===== src/rtl/bme280_i2c_slave.sv =====
// bme280_i2c_slave: oversampled I2C target that maps one slave address onto a single-port register bus
module bme280_i2c_slave #(
  parameter int DWIDTH = 8,
  parameter logic [6:0] SLADDR = 7'b111_0110
) (
  input  logic              Clk,
  input  logic              Rst_n,
  input  logic              Scl_i,
  input  logic              Sda_i,
  output logic              Sda_oe,
  output logic [DWIDTH-1:0] Reg_addr,
  output logic [DWIDTH-1:0] Reg_wdata,
  output logic              Reg_wr,
  output logic              Reg_rd,
  input  logic [DWIDTH-1:0] Reg_rdata,
  output logic              Busy
);
  typedef enum logic [3:0] {IDLE, ADDR, ADDR_ACK, RADDR, RADDR_ACK, WDATA, WDATA_ACK, RDATA, MACK, WAIT_STOP} state_t;
  state_t state, state_n;
  logic [2:0] scl_q, sda_q;
  logic [2:0] cnt, cnt_n;
  logic [DWIDTH-2:0] sr, sr_n;
  logic [DWIDTH-1:0] tx, tx_n, addr_n, wdata_n, byte_in;
  logic scl_rise, scl_fall, start, stop, last, match;
  logic oe_n, wr_n, busy_n, rw, rw_n, acked, acked_n;
  assign scl_rise = scl_q[1] & ~scl_q[2];
  assign scl_fall = ~scl_q[1] & scl_q[2];
  assign start = scl_q[1] & sda_q[2] & ~sda_q[1];
  assign stop = scl_q[1] & ~sda_q[2] & sda_q[1];
  assign byte_in = {sr, sda_q[1]};
  assign last = cnt == 3'd7;
  assign match = byte_in[DWIDTH-1:1] == SLADDR;
  assign Reg_rd = scl_fall & ((state == ADDR_ACK & Sda_oe & rw) | (state == MACK & acked));
  always_comb begin
    state_n = state;
    cnt_n = cnt;
    sr_n = sr;
    tx_n = tx;
    addr_n = Reg_addr;
    wdata_n = Reg_wdata;
    oe_n = Sda_oe;
    wr_n = 1'b0;
    busy_n = Busy;
    rw_n = rw;
    acked_n = acked;
    if (stop) begin
      state_n = IDLE;
      oe_n = 1'b0;
      busy_n = 1'b0;
      acked_n = 1'b0;
    end else if (start) begin
      state_n = ADDR;
      cnt_n = '0;
      oe_n = 1'b0;
      acked_n = 1'b0;
    end else if (Reg_rd) begin
      state_n = RDATA;
      oe_n = ~Reg_rdata[DWIDTH-1];
      tx_n = {Reg_rdata[DWIDTH-2:0], 1'b1};
      acked_n = 1'b0;
    end else if (scl_rise) begin
      if (state inside {ADDR, RADDR, WDATA, RDATA}) begin
        cnt_n = cnt + 3'd1;
        sr_n = byte_in[DWIDTH-2:0];
      end
      case (state)
        ADDR: if (last) begin
          state_n = match ? ADDR_ACK : WAIT_STOP;
          busy_n = Busy | match;
          rw_n = byte_in[0];
        end
        RADDR: if (last) begin
          state_n = RADDR_ACK;
          addr_n = byte_in;
        end
        WDATA: if (last) begin
          state_n = WDATA_ACK;
          wdata_n = byte_in;
          wr_n = 1'b1;
        end
        RDATA: if (last) state_n = MACK;
        MACK: begin
          acked_n = ~sda_q[1];
          addr_n = sda_q[1] ? Reg_addr : Reg_addr + DWIDTH'(1);
          state_n = sda_q[1] ? WAIT_STOP : MACK;
        end
        default: ;
      endcase
    end else if (scl_fall) begin
      case (state)
        ADDR_ACK, RADDR_ACK, WDATA_ACK: begin
          oe_n = ~Sda_oe;
          if (Sda_oe) state_n = state == ADDR_ACK ? RADDR : WDATA;
          if (Sda_oe && state == WDATA_ACK) addr_n = Reg_addr + DWIDTH'(1);
        end
        RDATA: begin
          oe_n = ~tx[DWIDTH-1];
          tx_n = {tx[DWIDTH-2:0], 1'b1};
        end
        MACK: oe_n = 1'b0;
        default: ;
      endcase
    end
  end
  always_ff @(posedge Clk) begin
    if (!Rst_n) begin
      scl_q <= '1;
      sda_q <= '1;
      state <= IDLE;
      cnt <= '0;
      sr <= '0;
      tx <= '0;
      Sda_oe <= 1'b0;
      Reg_addr <= '0;
      Reg_wdata <= '0;
      Reg_wr <= 1'b0;
      Busy <= 1'b0;
      rw <= 1'b0;
      acked <= 1'b0;
    end else begin
      scl_q <= {scl_q[1:0], Scl_i};
      sda_q <= {sda_q[1:0], Sda_i};
      state <= state_n;
      cnt <= cnt_n;
      sr <= sr_n;
      tx <= tx_n;
      Sda_oe <= oe_n;
      Reg_addr <= addr_n;
      Reg_wdata <= wdata_n;
      Reg_wr <= wr_n;
      Busy <= busy_n;
      rw <= rw_n;
      acked <= acked_n;
    end
  end
endmodule


===== config.mk =====
export PLATFORM = sky130hd
export DESIGN_NAME = bme280_i2c_slave
export DESIGN_NICKNAME = d
export VERILOG_FILES = /design/src/rtl/bme280_i2c_slave.sv
export SDC_FILE = /design/constraint.sdc
export NUM_CORES = 1
export LEC_CHECK = 0
export ABC_CLOCK_PERIOD_IN_PS = 2700
export BUFFER_PORTS_ARGS = -buffer_cell sky130_fd_sc_hd__buf_2
export CORE_MARGIN = 3
export CORE_UTILIZATION = 30
export DETAILED_ROUTE_END_ITERATION = 10
export PLACE_DENSITY_LB_ADDON = 0.12
export SLEW_MARGIN = 10
export SYNTH_ARGS = -nofsm -noshare
export SYNTH_HDL_FRONTEND = slang
export SYNTH_SLANG_ARGS = --single-unit

===== constraint.sdc =====
create_clock -name Clk -period 2.7 [get_ports Clk]
set_input_delay 0.27 -clock Clk [delete_from_list [all_inputs] [get_ports Clk]]
set_output_delay 0.27 -clock Clk [all_outputs]
set_load 0.005 [all_outputs]

==> results by group <==
Global route
  – Grt total ovfl: 0
  – First-pass GRT wire length: about 12000 µm
  – Met3 Resource Use GR: 0.0276
  – GR Util All Layers: 0.147
  – Vias in the first global route: around 2300
  – Met1 Usage GRT: 0.203
  – Grt met2 use: 0.226
  – Largest net degree at the start of global routing: 34
  – Most used routing layer: met2
  – Initial antenna violation count: 0

Critical path
  – Reg-to-Reg Start: scl_q[1]
  – Crit Path Category: flip-flop to flip-flop
  – CP arrival: ~2.6 ns
  – Critical path origin: scl_q[1]
  – FF-to-FF path depth: 6
  – Worst Setup Start Kind: flip-flop
  – R2R setup slack: roughly 0.29 ns
  – Setup crit end kind: flip-flop
  – CP Data Required Time: 2.93 ns
  – Crit-path max FO: 8
  – Crit Reg-Reg Endpoint: Reg_addr[0]

Layout
  – Fillcell total: slightly below 900
  – Non-Filler Instances: about 440
  – P&R area growth vs syn: 15.5%
  – Share of layout cells above drive strength 1: 0.192
  – Layout Nets: between 300 and 400
  – N_diodes: 0

Synthesis
  – Post-synth top area share: 0.379
  – Synth Area in XOR/XNOR: 0.00677
  – Gate Count Post-Synth: slightly above 300
  – Yosys Warn Count: 0
  – Seq/Total Area, Yosys: 0.379
  – Compound-Gate Fraction of Synth Area: 0.217
  – Cell area after synthesis: between 0.002 and 0.003 mm²
  – Mux cell area share after synthesis: 0.0619
  – Ys async rst share: 0
  – Top post-synthesis cells by area: dfxtp_1 (38%), mux2i_1 (6.2%), nor2_1 (5.2%), nand2_1 (4.9%), a311oi_1 (3.4%)
  – Synth cell types: 58
  – Main combinational cell family by area after synthesis: simple AND/OR/NAND/NOR gates
  – Mean Syn Cell Area: 8.54 µm²
  – Synth cell count leaders: dfxtp_1 (49), nor2_1 (36), nand2_1 (34)
  – Simple-Gate Fraction of Synth Area: 0.255
  – Flops & latches, synth: 49
  – Post-Synth Adder-Cell Area: 0.0377
  – Synth area leader: dfxtp_1
  – Syn Nets: about 320
  – Number of synthesized flops with an enable pin: 0
  – Count leader, synth: dfxtp_1
  – Synth Flop Type: dfxtp_1

Hold path
  – Hold Path Class: primary input to flip-flop
  – Hold wc startpoint: Sda_i
  – Hold path endpoint: sda_q[0]
  – Worst hold stages: 2

Timing
  – Final Setup Violations: 0
  – Final-report hold violation count: 0
  – Setup ws final: ~0.3 ns
  – Setup TNS: 0 ns
  – Peak Freq: between 400 and 500 MHz
  – RSZ-0062 raised after global routing: false
  – WHS: between 0.1 and 0.15 ns
  – Rel. slew slack: 0.284
  – Final Cycle Share: 0.892
  – Clk_skew: 0.0115 ns
  – Worst Max-Slew Pin Slew: ~1.1 ns
  – Tmin final: 2.41 ns
  – Fin. max-slew vios: 0

Route
  – Number of routed nets with antenna violations: 0
  – Detailed-route vias per instance: 5.32
  – Post-Route WL: approximately 6800 µm
  – Vias post-DR: about 2400
  – DR iter-0 viols: 121
  – Total iterations of the first detailed-routing run: 4
  – Wirelength per Cell: 15.3 µm
  – Post-route DRC: 0

Place
  – Post-Place Cells: 436
  – Worst slack, placed: 0.318 ns
  – Post-DP HPWL: between 4000 and 5000 µm
  – Buffers added on ports: 31
  – Placer Congestion: about 0.86

Flow run
  – Max Cap Violations: 0

Clock network
  – Hold_buf cts: 0
  – CTS Buf Count: 5
  – Clock transition at path regs: around 0.1 ns
  – Post-CTS Resized: 0
  – CTS sink count: 49
  – CTS tree: done
  – H-tree levels: 2
  – CTS Buffer Depth: 2
  – CTS Root Cell: clkbuf_8
  – Clk_lat worst skew: ~0.32 ns
  – Post-CTS setup buffer count: 0

Die
  – Die H: between 90 and 100 µm
  – Placeable Area: between 0.008 and 0.009 mm²
  – I/O pin total: 32
  – Initial Utilization: 0.312
  – Die area: just under 0.01 mm²
  – # rows: 33
  – Die extent in x: just under 100 µm

Power and ir drop
  – Leakage: roughly 1.1 nW
  – Maximum vdd drop: ~190 µV
  – Pwr dens: 435 mW/mm²

Status
  – Status: complete, no violations
[per-stage QoR]
step | cell area [µm²] | power, W | util
global route | 2990 | 0.00136 | 0.360
floorplan | 2590 | 0.000809 | -
detailed placement | 2890 | 0.000839 | 0.348
finish | 2990 | 0.00130 | 0.360
CTS | 2990 | 0.00133 | 0.360
global placement | 2890 | 0.000840 | 0.348
[cell families after synthesis]
kind of cell,Yosys count
AND/OR/NAND/NOR,126
multiplexers,16
AO/OA/AOI/OAI,78
buffers and inverters,24
XOR/XNOR,2
adder cells (fa/ha/maj),8
flip-flops,49
[critical path: stages (launching register included)]
cell	delay (ns)
dfxtp_1	0.47
ha_1	0.32
and4b_1	0.23
o21ai_1	0.11
a2111o_1	0.54
or4_1	0.49
a31oi_1	0.16
[placed cells by master, fill, tap and decap left out, types with 4 or more instances in the layout]
cell type / netlist / routed
a21oi_1: 17 / 17
a311oi_1: 10 / 10
a31oi_1: 4 / 4
and3_1: 4 / 4
buf_2: 4 / 31
buf_4: 0 / 13
clkbuf_8: 0 / 5
dfxtp_1: 49 / 49
ha_1: 7 / 7
inv_1: 6 / 6
mux2i_1: 16 / 16
nand2_1: 34 / 34
nand2b_1: 7 / 7
nand3_1: 14 / 14
nor2_1: 36 / 36
nor3_1: 5 / 5
o21ai_0: 13 / 13
o31ai_1: 7 / 7
[how the worst max path moves through the flow]
stage,to,slack (ns),cells past startpoint
2_1_floorplan,Reg_addr[0],0.54,7
3_3_place_gp,Reg_addr[0],0.36,7
3_5_place_dp,Reg_addr[0],0.32,6
4_1_cts,Reg_addr[0],0.29,6
5_1_grt,tx[2],0.15,7
6_report,Reg_addr[0],0.29,6
[report_power, final]
part / internal, W / switching [W]
Sequential: 0.000728 / 0.0000105
Clock: 0.000194 / 0.000285
Combinational: 0.0000308 / 0.0000518
Total: 0.000953 / 0.000348
[layout make-up]
cell class / instances / area (µm²) / area share
timing repair buffer: 44 / 253 / 0.0846
clock inverter: 3 / 28.8 / 0.00963
multi-input combinational: 230 / 1500 / 0.500
sequential: 49 / 981 / 0.328
tap: 105 / 131 / 0.0440
clock buffer: 5 / 68.8 / 0.0230
inverter: 8 / 30.0 / 0.0101
[per-layer routing]
metal	part of all wire	vias up
met3	0.038	11
met1	0.48	1119
met2	0.47	46
met4	0.018	0
li1	-	1188
met5	0	-
[sequential cells by signal, indices dropped and copies added, names as in the netlist]
register / count
state: 4
sr: 7
Reg_wr: 1
cnt: 3
scl_q: 3
acked: 1
sda_q: 3
Sda_oe: 1
tx: 8
Reg_addr: 8
Busy: 1
rw: 1
Reg_wdata: 8
Power figures use the tool's default switching activity.
